**config.mk**
```make
export PLATFORM = sky130hd
export DESIGN_NAME = feature_map_writer
export DESIGN_NICKNAME = d
export VERILOG_FILES = /design/src/rtl/feature_map_writer_pkg.sv /design/src/rtl/requant_sat.sv /design/src/rtl/feature_map_writer.sv
export SDC_FILE = /design/constraint.sdc
export NUM_CORES = 1
export LEC_CHECK = 0
export CAP_MARGIN = 20
export CORE_MARGIN = 3
export CORE_UTILIZATION = 47
export CTS_CLUSTER_SIZE = 40
export DETAILED_ROUTE_END_ITERATION = 7
export PLACE_DENSITY = 0.79
export SKIP_CTS_REPAIR_TIMING = 1
export SYNTH_ARGS = -nofsm -noshare
export SYNTH_HDL_FRONTEND = slang
export SYNTH_SLANG_ARGS = --single-unit
```
**constraint.sdc**
```tcl
create_clock -name clock -period 2.1 [get_ports clock]
set_input_delay 0.42 -clock clock [delete_from_list [all_inputs] [get_ports clock]]
set_output_delay 0.42 -clock clock [all_outputs]
set_load 0.005 [all_outputs]
```
**src/rtl/feature_map_writer_pkg.sv**
```systemverilog
// Shared network constants for the feature-map writer and related stages.
package feature_map_writer_pkg;

  localparam int unsigned NP_X_COORD_MAX   = 27;
  localparam int unsigned NP_Y_COORD_MAX   = 27;
  localparam int unsigned NP_X_COORD_WIDTH = 5;
  localparam int unsigned NP_Y_COORD_WIDTH = 5;
  localparam int unsigned NP_ADDR_WIDTH    = 10;
  localparam int unsigned NP_ACC_WIDTH     = 32;
  localparam int unsigned NP_OUT_WIDTH     = 16;
  localparam int unsigned NP_SHIFT         = 8;
  localparam bit          NP_RELU_EN       = 1'b1;

endpackage

```
**src/rtl/requant_sat.sv**
```systemverilog
// Combinational requantizer: arithmetic shift, optional ReLU, signed saturation.
module requant_sat #(
  parameter int unsigned IN_WIDTH  = 32,
  parameter int unsigned OUT_WIDTH = 16,
  parameter int unsigned SHIFT     = 8,
  parameter bit          RELU_EN   = 1'b1
) (
  input  logic signed [IN_WIDTH-1:0]  in_data,
  output logic signed [OUT_WIDTH-1:0] out_data_c,
  output logic                        sat_c
);

  localparam logic signed [IN_WIDTH-1:0] MAX_VAL =
    {{(IN_WIDTH-OUT_WIDTH+1){1'b0}}, {(OUT_WIDTH-1){1'b1}}};
  localparam logic signed [IN_WIDTH-1:0] MIN_VAL =
    {{(IN_WIDTH-OUT_WIDTH+1){1'b1}}, {(OUT_WIDTH-1){1'b0}}};

  logic signed [IN_WIDTH-1:0] shifted;
  logic signed [IN_WIDTH-1:0] clamped;

  // Shift, clamp negatives under ReLU (not a saturation), then saturate to OUT_WIDTH.
  always_comb begin
    shifted = in_data >>> SHIFT;
    clamped = shifted;
    sat_c   = 1'b0;
    if (RELU_EN && shifted[IN_WIDTH-1]) begin
      clamped = '0;
    end else if (shifted > MAX_VAL) begin
      clamped = MAX_VAL;
      sat_c   = 1'b1;
    end else if (shifted < MIN_VAL) begin
      clamped = MIN_VAL;
      sat_c   = 1'b1;
    end
    out_data_c = OUT_WIDTH'(clamped);
  end

endmodule

```
**src/rtl/feature_map_writer.sv**
```systemverilog
// Output feature-map writer: raster position tracking, requantization and RAM write port.
module feature_map_writer
  import feature_map_writer_pkg::*;
#(
  parameter int unsigned X_COORD_MAX   = NP_X_COORD_MAX,
  parameter int unsigned Y_COORD_MAX   = NP_Y_COORD_MAX,
  parameter int unsigned X_COORD_WIDTH = NP_X_COORD_WIDTH,
  parameter int unsigned Y_COORD_WIDTH = NP_Y_COORD_WIDTH,
  parameter int unsigned ADDR_WIDTH    = NP_ADDR_WIDTH,
  parameter int unsigned ACC_WIDTH     = NP_ACC_WIDTH,
  parameter int unsigned OUT_WIDTH     = NP_OUT_WIDTH,
  parameter int unsigned SHIFT         = NP_SHIFT,
  parameter bit          RELU_EN       = NP_RELU_EN
) (
  input  logic                        clock,
  input  logic                        reset,
  input  logic                        start,
  input  logic                        pixel_rdy,
  input  logic signed [ACC_WIDTH-1:0] acc_data,
  output logic                        wr_en,
  output logic [ADDR_WIDTH-1:0]       wr_addr,
  output logic [OUT_WIDTH-1:0]        wr_data,
  output logic                        busy,
  output logic                        frame_done,
  output logic                        sat_flag,
  output logic                        err_flag
);

  typedef enum logic [1:0] {
    ST_IDLE   = 2'd0,
    ST_ACTIVE = 2'd1,
    ST_DONE   = 2'd2
  } state_e;

  localparam logic [X_COORD_WIDTH-1:0] X_LAST = X_COORD_WIDTH'(X_COORD_MAX);
  localparam logic [Y_COORD_WIDTH-1:0] Y_LAST = Y_COORD_WIDTH'(Y_COORD_MAX);

  state_e                 state_q, state_d;
  logic [X_COORD_WIDTH-1:0] x_q, x_d;
  logic [Y_COORD_WIDTH-1:0] y_q, y_d;
  logic [ADDR_WIDTH-1:0]  addr_q, addr_d;
  logic                   wr_en_q, wr_en_d;
  logic [ADDR_WIDTH-1:0]  wr_addr_q, wr_addr_d;
  logic [OUT_WIDTH-1:0]   wr_data_q, wr_data_d;
  logic                   busy_q, busy_d;
  logic                   frame_done_q, frame_done_d;
  logic                   sat_flag_q, sat_flag_d;
  logic                   err_flag_q, err_flag_d;

  logic signed [OUT_WIDTH-1:0] q_data_c;
  logic                        q_sat_c;

  requant_sat #(
    .IN_WIDTH (ACC_WIDTH),
    .OUT_WIDTH(OUT_WIDTH),
    .SHIFT    (SHIFT),
    .RELU_EN  (RELU_EN)
  ) u_requant_sat (
    .in_data   (acc_data),
    .out_data_c(q_data_c),
    .sat_c     (q_sat_c)
  );

  // State and output registers; reset drops everything immediately.
  always_ff @(posedge clock or posedge reset) begin
    if (reset) begin
      state_q      <= ST_IDLE;
      x_q          <= '0;
      y_q          <= '0;
      addr_q       <= '0;
      wr_en_q      <= 1'b0;
      wr_addr_q    <= '0;
      wr_data_q    <= '0;
      busy_q       <= 1'b0;
      frame_done_q <= 1'b0;
      sat_flag_q   <= 1'b0;
      err_flag_q   <= 1'b0;
    end else begin
      state_q      <= state_d;
      x_q          <= x_d;
      y_q          <= y_d;
      addr_q       <= addr_d;
      wr_en_q      <= wr_en_d;
      wr_addr_q    <= wr_addr_d;
      wr_data_q    <= wr_data_d;
      busy_q       <= busy_d;
      frame_done_q <= frame_done_d;
      sat_flag_q   <= sat_flag_d;
      err_flag_q   <= err_flag_d;
    end
  end

  // Next-state: frame arming, pixel acceptance with raster advance, sticky flags.
  always_comb begin
    state_d      = state_q;
    x_d          = x_q;
    y_d          = y_q;
    addr_d       = addr_q;
    wr_en_d      = 1'b0;
    wr_addr_d    = wr_addr_q;
    wr_data_d    = wr_data_q;
    frame_done_d = 1'b0;
    sat_flag_d   = sat_flag_q;
    err_flag_d   = err_flag_q;

    case (state_q)
      ST_IDLE: begin
        if (start) begin
          state_d    = ST_ACTIVE;
          x_d        = '0;
          y_d        = '0;
          addr_d     = '0;
          sat_flag_d = 1'b0;
          err_flag_d = 1'b0;
        end
      end
      ST_ACTIVE: begin
        if (pixel_rdy) begin
          wr_en_d   = 1'b1;
          wr_addr_d = addr_q;
          wr_data_d = q_data_c;
          if (q_sat_c) sat_flag_d = 1'b1;
          if (x_q == X_LAST) begin
            x_d = '0;
            if (y_q == Y_LAST) begin
              y_d          = '0;
              addr_d       = '0;
              state_d      = ST_DONE;
              frame_done_d = 1'b1;
            end else begin
              y_d    = y_q + Y_COORD_WIDTH'(1);
              addr_d = addr_q + ADDR_WIDTH'(1);
            end
          end else begin
            x_d    = x_q + X_COORD_WIDTH'(1);
            addr_d = addr_q + ADDR_WIDTH'(1);
          end
        end
      end
      ST_DONE: begin
        state_d = ST_IDLE;
      end
      default: begin
        state_d = ST_IDLE;
      end
    endcase

    // A pixel outside ACTIVE is a protocol error, even alongside an arming start.
    if (pixel_rdy && (state_q != ST_ACTIVE)) err_flag_d = 1'b1;

    busy_d = (state_d == ST_ACTIVE);
  end

  assign wr_en      = wr_en_q;
  assign wr_addr    = wr_addr_q;
  assign wr_data    = wr_data_q;
  assign busy       = busy_q;
  assign frame_done = frame_done_q;
  assign sat_flag   = sat_flag_q;
  assign err_flag   = err_flag_q;

endmodule
```
==> impl_metrics.ini <==
[layout]
final_common_cell = clkdlybuf4s50_1
utilization_pct = 66.3
area_growth_pct = 33.6
fin_nets = 344
drive_gt1_share_pct = 11.1
final_cell_mix = clkdlybuf4s50_1, nand2_1, dfrtp_1, nor2_1, o21ai_0
antennaDiodeCount = 0
stdcell_area_um2 = 3200

[synth]
synth_edf_count = 0
ys_warn_count = 0
synthTopCellsByArea = dfrtp_1, nand2_1, nor2_1, xnor2_1, o21ai_0
yosysTopAreaCell = dfrtp_1
synth-main-ff-cell = dfrtp_1
syn_area_um2 = 2390
ys_seq_area_share_pct = 55.4
synth_fp_nets = 279
synth_top_area_share_pct = 55.4
ys_types = 38
synth_async_sr_flop_share_pct = 100
syn_inst = 240
ys_ff_latch = 53
syn_area_per_cell_um2 = 9.97

[drt]
firstDrtPassIters = 4
routed_via_density = 5.08
drt_iter0_drc = 77
wire_per_inst_um = 13.8
ant_nets = 0
drc = 0
postRouteWirelength_mm = 5.16
vias = 1896

[die]
start_util_pct = 49.7
dieArea_um2 = 5980
ios = 67
die_h_um = 77.3
core.rowCount = 25
coreArea_um2 = 4820
die_x_um = 77.3

[run_status]
outcome = completed

[placed_design]
place_area_um2 = 3100
place.port_buffers = 58
dp_hpwl_mm = 3.71
gp_congestion = 0.782

[critical_path]
reg2reg_slack_ps = 270
cp_top_family = simple AND/OR/NAND/NOR gates
worstSetupPathType = flop to flop
cp_data_required_time_ps = 2310
path_buf_inv = 1
slowest_delay_ps = 540
cp.depth = 6
crit_path_end_kind = flop
path_max_fanout = 4
start_kind = flop
reg2reg_depth = 6
cp_cell_sequence = ha_1 > nand4b_4 > or4_4 > a21oi_4 > buf_4 > nor2_1
crit_slowest_cell = or4_4
arrival_ps = 2040

[global_route]
grt_antenna_before_repair = 0
grt_pass1_vias = 1859
grt_util_all_layers_pct = 18.8
grt_pass1_wl_mm = 8.92
grt-ovfl-total = 0
grt_max_degree = 54

[run]
drv_cap = 0

[sta]
min_period_ps = 1830
hold_viol_final = 0
maxSlewViolCount = 0
setup_violations = 0
worstMarginPinSlew_ps = 515
finalSetupTns_ps = 0
fin_crit_sh_pct = 87.2
rsz0062_at_grt = false
slew_headroom_pct = 65.4
fmax_ghz = 0.546
clock-skew-final_ps = 4.63

[clock_network]
cts.sinks = 53
cts-root-buf = clkbuf_8
clk_pin_slew_ps = 90
cts_buffer_depth = 2
htree_levels = 2
numCtsBuffers = 5
cts_tree = yes
clock_latency_ps = 310

[power]
peakVddDrop_uv = 622
leakagePower_nw = 1.41
p_per_area_nw_per_um2 = 806

[hold_path]
hp-class = input port to async pin
synth_stat cells (all sizes together), types with 2 or more instances:
| cell | n |
|---|---|
| dfrtp | 53 |
| a2111oi | 3 |
| buf | 5 |
| a311oi | 2 |
| nand3b | 2 |
| nor3b | 2 |
| ha | 3 |
| inv | 5 |
| nor3 | 3 |
| o21ai | 21 |
| nor2 | 36 |
| a21oi | 4 |
| nor4b | 2 |
| nand2 | 53 |
| nand3 | 4 |
| nor2b | 2 |
| nand2b | 2 |
| nand4 | 2 |
| or2 | 2 |
| xnor2 | 14 |
| nor4 | 5 |
| clkbuf | 6 |
layer usage:
metal  part of all wire, %  global-route usage (%)  wire, um  vias up
met5                     0                       0         0        -
met4                   1.7                    6.94        86        0
met3                   6.9                    5.10       355        6
met2                    45                    29.5      2310       69
met1                    47                    25.0      2400      891
li1                      -                       -         -      930
cells by family (layout without fill, tap and decap cells):
kind of cell / count (synthesis) / after routing / synth area share, %
simple gates: 118 / 118 / 23.6
flops: 53 / 53 / 55.4
compound gates: 34 / 34 / 9.36
buf+inv: 16 / 82 / 3.50
xor+xnor: 14 / 14 / 5.13
fa+ha+maj: 3 / 3 / 1.57
mux: 2 / 2 / 1.41
sequential cells by signal, indices dropped and copies added, names as in the netlist:
| signal | cells |
|---|---|
| wr_addr | 10 |
| state_q | 2 |
| frame_done | 1 |
| wr_en | 1 |
| err_flag | 1 |
| addr_q | 10 |
| x_q | 5 |
| busy | 1 |
| wr_data | 16 |
| y_q | 5 |
| sat_flag | 1 |
worst paths after layout:
| kind | startpoint | to |
|---|---|---|
| max | x_q[0] | y_q[0] |
| min | reset | wr_data[12] |
| max reg2reg | x_q[0] | y_q[0] |
| min reg2reg | wr_addr[2] | wr_addr[2] |
| max in group asynchronous | reset | addr_q[2] |
| min in group clock | wr_addr[2] | wr_addr[2] |
worst register-to-register path: stages (launching register included):
cell and delay, ps:
dfrtp_1 400, ha_1 270, nand4b_4 120, or4_4 540, a21oi_4 200, buf_4 150, nor2_1 40
layout make-up:
type | instances | area (um2)
Clock buffer | 6 | 82.6
Clock inverter | 2 | 13.8
Fill cell | 392 | 1620
Inverter | 5 | 18.8
Multi-Input combinational cell | 171 | 982
Sequential cell | 53 | 1330
Tap cell | 67 | 83.8
Timing Repair Buffer | 69 | 688
where the power goes:
part / leakage, nW / internal [mW] / switching, mW
clock: 0.0512 / 0.268 / 0.333
combinational: 0.697 / 0.346 / 0.249
sequential: 0.660 / 1.21 / 0.171
metrics by stage:
| stage | hold slack (ps) | total power [mW] | instances | setup slack (ps) |
|---|---|---|---|---|
| 2_1_floorplan | 470 | 1.69 | 240 | 353 |
| 3_3_place_gp | 458 | 1.97 | 365 | 45.9 |
| 3_5_place_dp | 461 | 2.00 | 365 | 6.71 |
| 4_1_cts | 476 | 2.61 | 373 | 276 |
| 5_1_grt | 478 | 2.74 | 373 | 145 |
| 6_report | 470 | 2.58 | 373 | 269 |
(Power assumes the default switching activity.)
